## src/rtl/cpu_ctrl_pkg.sv

```systemverilog
// Shared types for the multicycle lab-CPU control FSM: states, opcodes,
// datapath mux encodings and the bundled control word.
package cpu_ctrl_pkg;

  typedef enum logic [2:0] {S_FETCH, S_EXEC, S_MEM_LD, S_MEM_ST, S_HALT} state_t;

  typedef enum logic [3:0] {
    OP_MV = 4'd0, OP_ADD = 4'd1, OP_SUB = 4'd2, OP_CMP = 4'd3, OP_LD = 4'd4,
    OP_ST = 4'd5, OP_MVHI = 4'd6, OP_J = 4'd8, OP_JZ = 4'd9, OP_JN = 4'd10,
    OP_CALL = 4'd12
  } opcode_t;

  typedef enum logic [2:0] {
    A_PC = 3'd0, A_PC_NEXT = 3'd1, A_REG_TGT = 3'd2, A_RX = 3'd3, A_IMM_TGT = 3'd4
  } addr_sel_t;

  typedef enum logic [1:0] {PC_REG = 2'd0, PC_INC = 2'd1, PC_IMM = 2'd2} pc_sel_t;

  typedef enum logic [2:0] {
    RF_IMM = 3'd0, RF_MVHI = 3'd1, RF_ALU = 3'd2, RF_PC = 3'd3, RF_MEM = 3'd4, RF_RY = 3'd6
  } rf_sel_t;

  typedef struct packed {
    logic      rd;
    logic      wr;
    addr_sel_t addr_sel;
    pc_sel_t   pc_sel;
    logic      pc_ld;
    logic      ir_ld;
    rf_sel_t   rf_sel;
    logic      rf_write;
    logic      rf_addr_w_sel;
    logic      n_ld;
    logic      z_ld;
    logic      alu_b_sel;
    logic      alu_op;
    logic      halted;
  } ctrl_t;

  function automatic logic op_defined(input logic [3:0] opc);
    return opc inside {OP_MV, OP_ADD, OP_SUB, OP_CMP, OP_LD, OP_ST, OP_MVHI,
                       OP_J, OP_JZ, OP_JN, OP_CALL};
  endfunction

  // Instruction fetch with PC increment; a = A_PC from S_FETCH, A_PC_NEXT when overlapped.
  function automatic ctrl_t f_fetch(input addr_sel_t a);
    ctrl_t c;
    c          = '0;
    c.rd       = 1'b1;
    c.addr_sel = a;
    c.pc_sel   = PC_INC;
    c.pc_ld    = 1'b1;
    c.ir_ld    = 1'b1;
    return c;
  endfunction

  function automatic ctrl_t f_jump(input logic imm);
    ctrl_t c;
    c          = '0;
    c.rd       = 1'b1;
    c.addr_sel = imm ? A_IMM_TGT : A_REG_TGT;
    c.pc_sel   = imm ? PC_IMM : PC_REG;
    c.pc_ld    = 1'b1;
    c.ir_ld    = 1'b1;
    return c;
  endfunction

endpackage

```

## src/rtl/sat_counter.sv

```systemverilog
// Saturating up-counter; sticks at all-ones.
module sat_counter #(
  parameter int CNT_W = 16
) (
  input  logic             i_clk,
  input  logic             i_reset_n,
  input  logic             i_inc,
  output logic [CNT_W-1:0] o_cnt
);
  logic [CNT_W-1:0] r_cnt;

  always_ff @(posedge i_clk or negedge i_reset_n) begin
    if (!i_reset_n)                 r_cnt <= '0;
    else if (i_inc && r_cnt != '1)  r_cnt <= r_cnt + CNT_W'(1);
  end

  assign o_cnt = r_cnt;
endmodule

```

## src/rtl/cpu_control_ws.sv

```systemverilog
// Multicycle control FSM for the 16-bit lab CPU with memory wait-states,
// HALT, illegal-opcode trap and a saturating retired-instruction counter.
module cpu_control_ws
  import cpu_ctrl_pkg::*;
#(
  parameter int         WAIT_EN      = 1,
  parameter int         TRAP_ILLEGAL = 1,
  parameter int         CNT_W        = 16,
  parameter logic [3:0] HALT_OPC     = 4'hF
) (
  input  logic             i_clk,
  input  logic             i_reset_n,
  input  logic [4:0]       i_ir,
  input  logic             i_alu_n,
  input  logic             i_alu_z,
  input  logic             i_mem_wait,
  output logic             o_mem_rd,
  output logic             o_mem_wr,
  output logic [2:0]       o_mem_addr_sel,
  output logic [1:0]       o_pc_sel,
  output logic             o_pc_ld,
  output logic             o_ir_ld,
  output logic [2:0]       o_rf_sel,
  output logic             o_rf_write,
  output logic             o_rf_addr_w_sel,
  output logic             o_alu_n_ld,
  output logic             o_alu_z_ld,
  output logic             o_alu_b_sel,
  output logic             o_alu_op,
  output logic             o_halted,
  output logic             o_illegal,
  output logic [CNT_W-1:0] o_retired
);
  state_t     r_state, w_next;
  ctrl_t      w_ctl, w_out;
  logic [3:0] w_opc;
  logic       w_imm, w_is_halt, w_is_bad, w_trap, w_stall, w_retire;
  logic       r_illegal;

  assign w_opc     = i_ir[3:0];
  assign w_imm     = i_ir[4];
  assign w_is_halt = (w_opc == HALT_OPC);
  assign w_is_bad  = !w_is_halt && !op_defined(w_opc);
  assign w_trap    = (r_state == S_EXEC) && w_is_bad && (TRAP_ILLEGAL != 0);
  assign w_stall   = (WAIT_EN != 0) && (w_ctl.rd || w_ctl.wr) && i_mem_wait;

  always_ff @(posedge i_clk or negedge i_reset_n) begin
    if (!i_reset_n) r_state <= S_FETCH;
    else            r_state <= w_next;
  end

  always_comb begin
    w_next = r_state;
    case (r_state)
      S_FETCH:  w_next = S_EXEC;
      S_EXEC: begin
        if (w_is_halt || w_trap)     w_next = S_HALT;
        else if (w_opc == OP_LD)     w_next = S_MEM_LD;
        else if (w_opc == OP_ST)     w_next = S_MEM_ST;
      end
      S_MEM_LD, S_MEM_ST: w_next = S_EXEC;
      default:  w_next = S_HALT;
    endcase
    if (w_stall) w_next = r_state;
  end

  always_comb begin
    w_ctl = '0;
    case (r_state)
      S_FETCH:  w_ctl = f_fetch(A_PC);
      S_MEM_LD: begin
        w_ctl          = f_fetch(A_PC_NEXT);
        w_ctl.rf_sel   = RF_MEM;
        w_ctl.rf_write = 1'b1;
      end
      S_MEM_ST: w_ctl = f_fetch(A_PC_NEXT);
      S_HALT:   w_ctl.halted = 1'b1;
      S_EXEC: begin
        if (!w_is_halt) begin
          case (w_opc)
            OP_MV: begin
              w_ctl          = f_fetch(A_PC_NEXT);
              w_ctl.rf_sel   = w_imm ? RF_IMM : RF_RY;
              w_ctl.rf_write = 1'b1;
            end
            OP_ADD, OP_SUB, OP_CMP: begin
              w_ctl           = f_fetch(A_PC_NEXT);
              w_ctl.rf_sel    = RF_ALU;
              w_ctl.rf_write  = (w_opc != OP_CMP);
              w_ctl.n_ld      = 1'b1;
              w_ctl.z_ld      = 1'b1;
              w_ctl.alu_op    = (w_opc != OP_ADD);
              w_ctl.alu_b_sel = ~w_imm;
            end
            OP_MVHI: begin
              w_ctl          = f_fetch(A_PC_NEXT);
              w_ctl.rf_sel   = RF_MVHI;
              w_ctl.rf_write = 1'b1;
            end
            OP_LD: begin
              w_ctl.rd       = 1'b1;
              w_ctl.addr_sel = A_RX;
            end
            OP_ST: begin
              w_ctl.wr       = 1'b1;
              w_ctl.addr_sel = A_RX;
            end
            OP_J:  w_ctl = f_jump(w_imm);
            OP_JZ: w_ctl = i_alu_z ? f_jump(w_imm) : f_fetch(A_PC_NEXT);
            OP_JN: w_ctl = i_alu_n ? f_jump(w_imm) : f_fetch(A_PC_NEXT);
            OP_CALL: begin
              w_ctl               = f_jump(w_imm);
              w_ctl.rf_write      = 1'b1;
              w_ctl.rf_sel        = RF_PC;
              w_ctl.rf_addr_w_sel = 1'b1;
            end
            default: if (TRAP_ILLEGAL == 0) w_ctl = f_fetch(A_PC_NEXT);
          endcase
        end
      end
      default: w_ctl = '0;
    endcase

    // A stalled access keeps its request and selects but fires no strobe.
    w_out = w_ctl;
    if (w_stall) begin
      w_out.pc_ld    = 1'b0;
      w_out.ir_ld    = 1'b0;
      w_out.rf_write = 1'b0;
      w_out.n_ld     = 1'b0;
      w_out.z_ld     = 1'b0;
    end
    if (!i_reset_n) w_out = '0;
  end

  always_ff @(posedge i_clk or negedge i_reset_n) begin
    if (!i_reset_n)  r_illegal <= 1'b0;
    else if (w_trap) r_illegal <= 1'b1;
  end

  assign w_retire = (w_out.ir_ld && r_state != S_FETCH) ||
                    (r_state == S_EXEC && w_next == S_HALT);

  sat_counter #(.CNT_W(CNT_W)) u_retired (
    .i_clk     (i_clk),
    .i_reset_n (i_reset_n),
    .i_inc     (w_retire),
    .o_cnt     (o_retired)
  );

  assign o_mem_rd        = w_out.rd;
  assign o_mem_wr        = w_out.wr;
  assign o_mem_addr_sel  = w_out.addr_sel;
  assign o_pc_sel        = w_out.pc_sel;
  assign o_pc_ld         = w_out.pc_ld;
  assign o_ir_ld         = w_out.ir_ld;
  assign o_rf_sel        = w_out.rf_sel;
  assign o_rf_write      = w_out.rf_write;
  assign o_rf_addr_w_sel = w_out.rf_addr_w_sel;
  assign o_alu_n_ld      = w_out.n_ld;
  assign o_alu_z_ld      = w_out.z_ld;
  assign o_alu_b_sel     = w_out.alu_b_sel;
  assign o_alu_op        = w_out.alu_op;
  assign o_halted        = w_out.halted;
  assign o_illegal       = r_illegal;
endmodule

```

## config.mk

```make
export PLATFORM = sky130hd
export DESIGN_NAME = cpu_control_ws
export DESIGN_NICKNAME = d
export VERILOG_FILES = /design/src/rtl/cpu_ctrl_pkg.sv /design/src/rtl/sat_counter.sv /design/src/rtl/cpu_control_ws.sv
export SDC_FILE = /design/constraint.sdc
export NUM_CORES = 1
export LEC_CHECK = 0
export CAP_MARGIN = 20
export CORE_MARGIN = 4
export CORE_UTILIZATION = 38
export CTS_BUF_LIST = sky130_fd_sc_hd__clkbuf_8 sky130_fd_sc_hd__clkbuf_16
export DETAILED_ROUTE_END_ITERATION = 12
export PLACE_DENSITY = 0.72
export SLEW_MARGIN = 10
export SYNTH_ARGS = -nofsm -noshare
export SYNTH_HDL_FRONTEND = slang
export SYNTH_HIERARCHICAL = 1
export SYNTH_SLANG_ARGS = --single-unit
```

## constraint.sdc

```tcl
create_clock -name i_clk -period 2.8 [get_ports i_clk]
set_input_delay 0.56 -clock i_clk [delete_from_list [all_inputs] [get_ports i_clk]]
set_output_delay 0.56 -clock i_clk [all_outputs]
set_load 0.01 [all_outputs]
```

==> reports/metrics.csv <==
stage,metric,value,unit
clocking,ctsRootBufferMaster,sky130_fd_sc_hd__clkbuf_8,
timing,worst_slew_pin_slew,390,ps
floorplanning,fp.coreArea,3740,sq um
floorplanning,die_width,70.9,um
pwr,irDropWorstVdd,373,uV
placed_design,buffer_ports.inserted,45,
timing,unrepaired_setup_endpoints_after_global_routing,false,
global_route,grt_start_max_net_pins,22,
critical_path,worst_path_largest_cell_delay,600,ps
timing,timing.setup.tns,0,ps
placed_design,dp_hpwl,3.31,mm
critical_path,crit_path_cell_trace,dlygate4sd2_1 > nor2_4 > buf_4 > nand2_1 > o41ai_1 > clkdlybuf4s50_1,
global_route,first_pass_grt_wire_length,7.18,mm
global_route,vias_in_the_first_global_route,1507,
timing,slew_headroom,73.9,%
worst_hold_path,holdCritPathClass,in2async,
synth,synth_top_family_by_area,simple AND/OR/NAND/NOR gates,
synth,syn-mean-instance-area,9.00,sq um
critical_path,startpoint_type,input pin,
floorplanning,die_y,70.9,um
timing,hold_ws,401,ps
pwr,power.static_leakage,1.01,nW
clocking,cts_max_path_buffers,2,
floorplanning,std_cell_rows,22,
timing,clock-skew-final,4.47,ps
timing,fin_crit_sh,95.7,%
route,initialDrtViolationCount,85,
global_route,number_of_antenna_violations_at_the_first_check_in_global_routing,0,
clocking,count_of_clock_tree_sinks,20,
pwr,powerDensity,444,nW/um^2
synth,synth.net_count,178,
timing,timing.final.hold_violations,0,
timing,setup_viol_count_final,0,
synth,ys_ff_latch,20,
synth,synth-edff-count,0,
synth,post_synthesis_cell_type_count,50,
route,drc_violations,0,
route,drt-total-wl,4.30,mm
layout,area.sequential,500,sq um
synth,post_synth_inst_count,167,
layout,syn_to_final_growth,52.3,%
synth,seq_area_frac_synth,33.3,%
critical_path,critical_path_required,2240,ps
timing,setup_slack,122,ps
critical_path,critPathMaxFanout,6,
global_route,grt.total_usage,17.2,%
synth,dominantRegCellSynth,sky130_fd_sc_hd__dfrtp_1,
layout,num-fill-cells,333,
clocking,worst_skew_pair_later_pin_latency,250,ps
floorplanning,initial_core_util,40.1,%
outcome,run_status,completed,
timing,upper_clock_frequency_limit,373,MHz
flow_run,max_cap_violations,0,
critical_path,cpMaxStageDelayCell,sky130_fd_sc_hd__clkdlybuf4s50_1,
floorplanning,ioPinCount,46,
synth,post_synth_arst_share,100,%
critical_path,reg2regPathDepth,10,
route,drt_pre_antenna_iters,4,
placed_design,pre_cts_slack,-321,ps
synth,synth-adder-area-share,0.833,%
critical_path,cp.arrival,2120,ps
clocking,clock_tree.htree_level_count,1,
timing,final_period_minus_worst_setup_slack,2680,ps
global_route,grt_overflow_total,0,
pwr,fin_total_pwr,1.02,mW
layout,insertedDiodeCount,0,
route,wire_per_inst,14.8,um
route,detail_route.vias_per_cell,5.41,
critical_path,kind_of_capture_point_of_the_worst_setup_path,output port,
floorplanning,die_area,5020,sq um
synth,synth-xor-area-share,5.25,%
layout,drive_above_1_share,25.1,%
layout,multiInputGateArea,962,sq um
critical_path,critPathKind,in2out,
clocking,cts_tree,done,
synth,fraction_of_the_mapped_netlist_area_in_compound_gates,21.4,%
synth,synth-simple-area-share,33.5,%
clocking,numCtsBuffers,3,
synth,yosysWarnings,6,
route,dr_total_vias,1573,
layout,mostFrequentLayoutCells,"sky130_fd_sc_hd__buf_4, sky130_fd_sc_hd__clkdlybuf4s50_1, sky130_fd_sc_hd__dfrtp_1, sky130_fd_sc_hd__dlygate4sd2_1, sky130_fd_sc_hd__nor2_1",
synth,yosys-mux-area-fraction,1.75,%
layout,final_nets,255,
timing,timing_max_transition_violations_final,0,
placed_design,place_congestion,0.872,
layout,layout.cells.most_common,sky130_fd_sc_hd__buf_4,
route,detail-route-antenna-nets,0,
synth,mappedNetlistArea,1500,sq um
clocking,path_clk_slew,70,ps
through the flow:
stage,instances,util [%],instance area [sq um]
2_1_floorplan,167,-,1500
6_report,291,61.1,2290
5_1_grt,291,61.1,2290
3_5_place_dp,286,59.3,2220
3_3_place_gp,286,59.3,2220
4_1_cts,291,60.8,2270
final timing paths:
check | slack, ps | from | end
min in group i_clk | 500 | o_illegal$_DFFE_PN0P_ | o_illegal$_DFFE_PN0P_
setup reg to reg | 610 | r_state[2]$_DFF_PN0_ | u_retired/o_cnt[10]$_DFFE_PN0P_
hold / removal | 400 | i_reset_n | r_state[1]$_DFF_PN0_
setup / recovery | 120 | i_ir[2] | o_rf_sel[2]
hold reg to reg | 500 | o_illegal$_DFFE_PN0P_ | o_illegal$_DFFE_PN0P_
max in group asynchronous | 2080 | i_reset_n | u_retired/o_cnt[12]$_DFFE_PN0P_
synthesized netlist by cell type (2+ instances only):
library cell	n	share of area, %
sky130_fd_sc_hd__dfrtp_1	20	33
sky130_fd_sc_hd__xnor2_1	7	4.1
sky130_fd_sc_hd__nand4_1	8	3.3
sky130_fd_sc_hd__nor2_1	16	4.0
sky130_fd_sc_hd__buf_4	4	2.0
sky130_fd_sc_hd__a31oi_1	5	2.1
sky130_fd_sc_hd__o31ai_4	2	2.8
sky130_fd_sc_hd__nand3b_1	3	1.5
sky130_fd_sc_hd__nor3b_1	2	1.0
sky130_fd_sc_hd__xor2_1	2	1.2
sky130_fd_sc_hd__nand2_1	11	2.7
sky130_fd_sc_hd__nand3_1	7	2.3
sky130_fd_sc_hd__nor3_1	8	2.7
sky130_fd_sc_hd__nor4_4	2	2.8
sky130_fd_sc_hd__inv_2	3	0.75
sky130_fd_sc_hd__o21ai_0	4	1.3
sky130_fd_sc_hd__a21oi_1	13	4.3
sky130_fd_sc_hd__o21a_1	5	2.5
sky130_fd_sc_hd__and3_1	2	0.83
sky130_fd_sc_hd__o21bai_1	2	1.0
sky130_fd_sc_hd__buf_2	3	1.0
sky130_fd_sc_hd__o21ai_1	4	1.3
sky130_fd_sc_hd__nand2b_1	6	2.5
sky130_fd_sc_hd__a21o_1	2	1.0
metal layers:
metal	global-route usage [%]	part of all wire, %
met1	24.9	47
met2	27.4	46
met3	2.41	6.1
met4	3.76	1.1
met5	0	0
cell families (layout without fill, tap and decap cells):
family          Yosys count  in the layout
fa+ha+maj                 1              1
buf+inv                  11             87
simple gates             79             79
compound gates           45             45
flops                    20             20
xor+xnor                  9              9
mux                       2              2
critical path, delay by kind of cell:
family	cells	cell delay, ps
buf+inv	3	1040
simple gates	2	250
compound gates	1	250
sequential cells by signal (all words and copies together) (netlist names):
signal           flops
u_retired/o_cnt     16
r_state              3
o_illegal            1
area by class of cell:
cell class | count | share of cell area (%)
Tap cell | 48 | 2.62
Inverter | 3 | 0.492
Sequential cell | 20 | 21.9
Clock buffer | 4 | 2.41
Timing Repair Buffer | 80 | 30.6
Multi-Input combinational cell | 136 | 42.0
power breakdown:
part | leakage, nW | total [mW] | switching [mW] | internal, mW
sequential | 0.265 | 0.407 | 0.0724 | 0.334
combinational | 0.719 | 0.394 | 0.181 | 0.213
clock | 0.0288 | 0.215 | 0.0896 | 0.125
timing repair:
action                                  in CTS  in global routing
hold buffers                                 0                  0
pin swaps                                    3                  0
resized for setup                           19                  4
setup buffers                                1                  0
endpoints found under the setup margin      19                  6
Power figures use the tool's default switching activity.
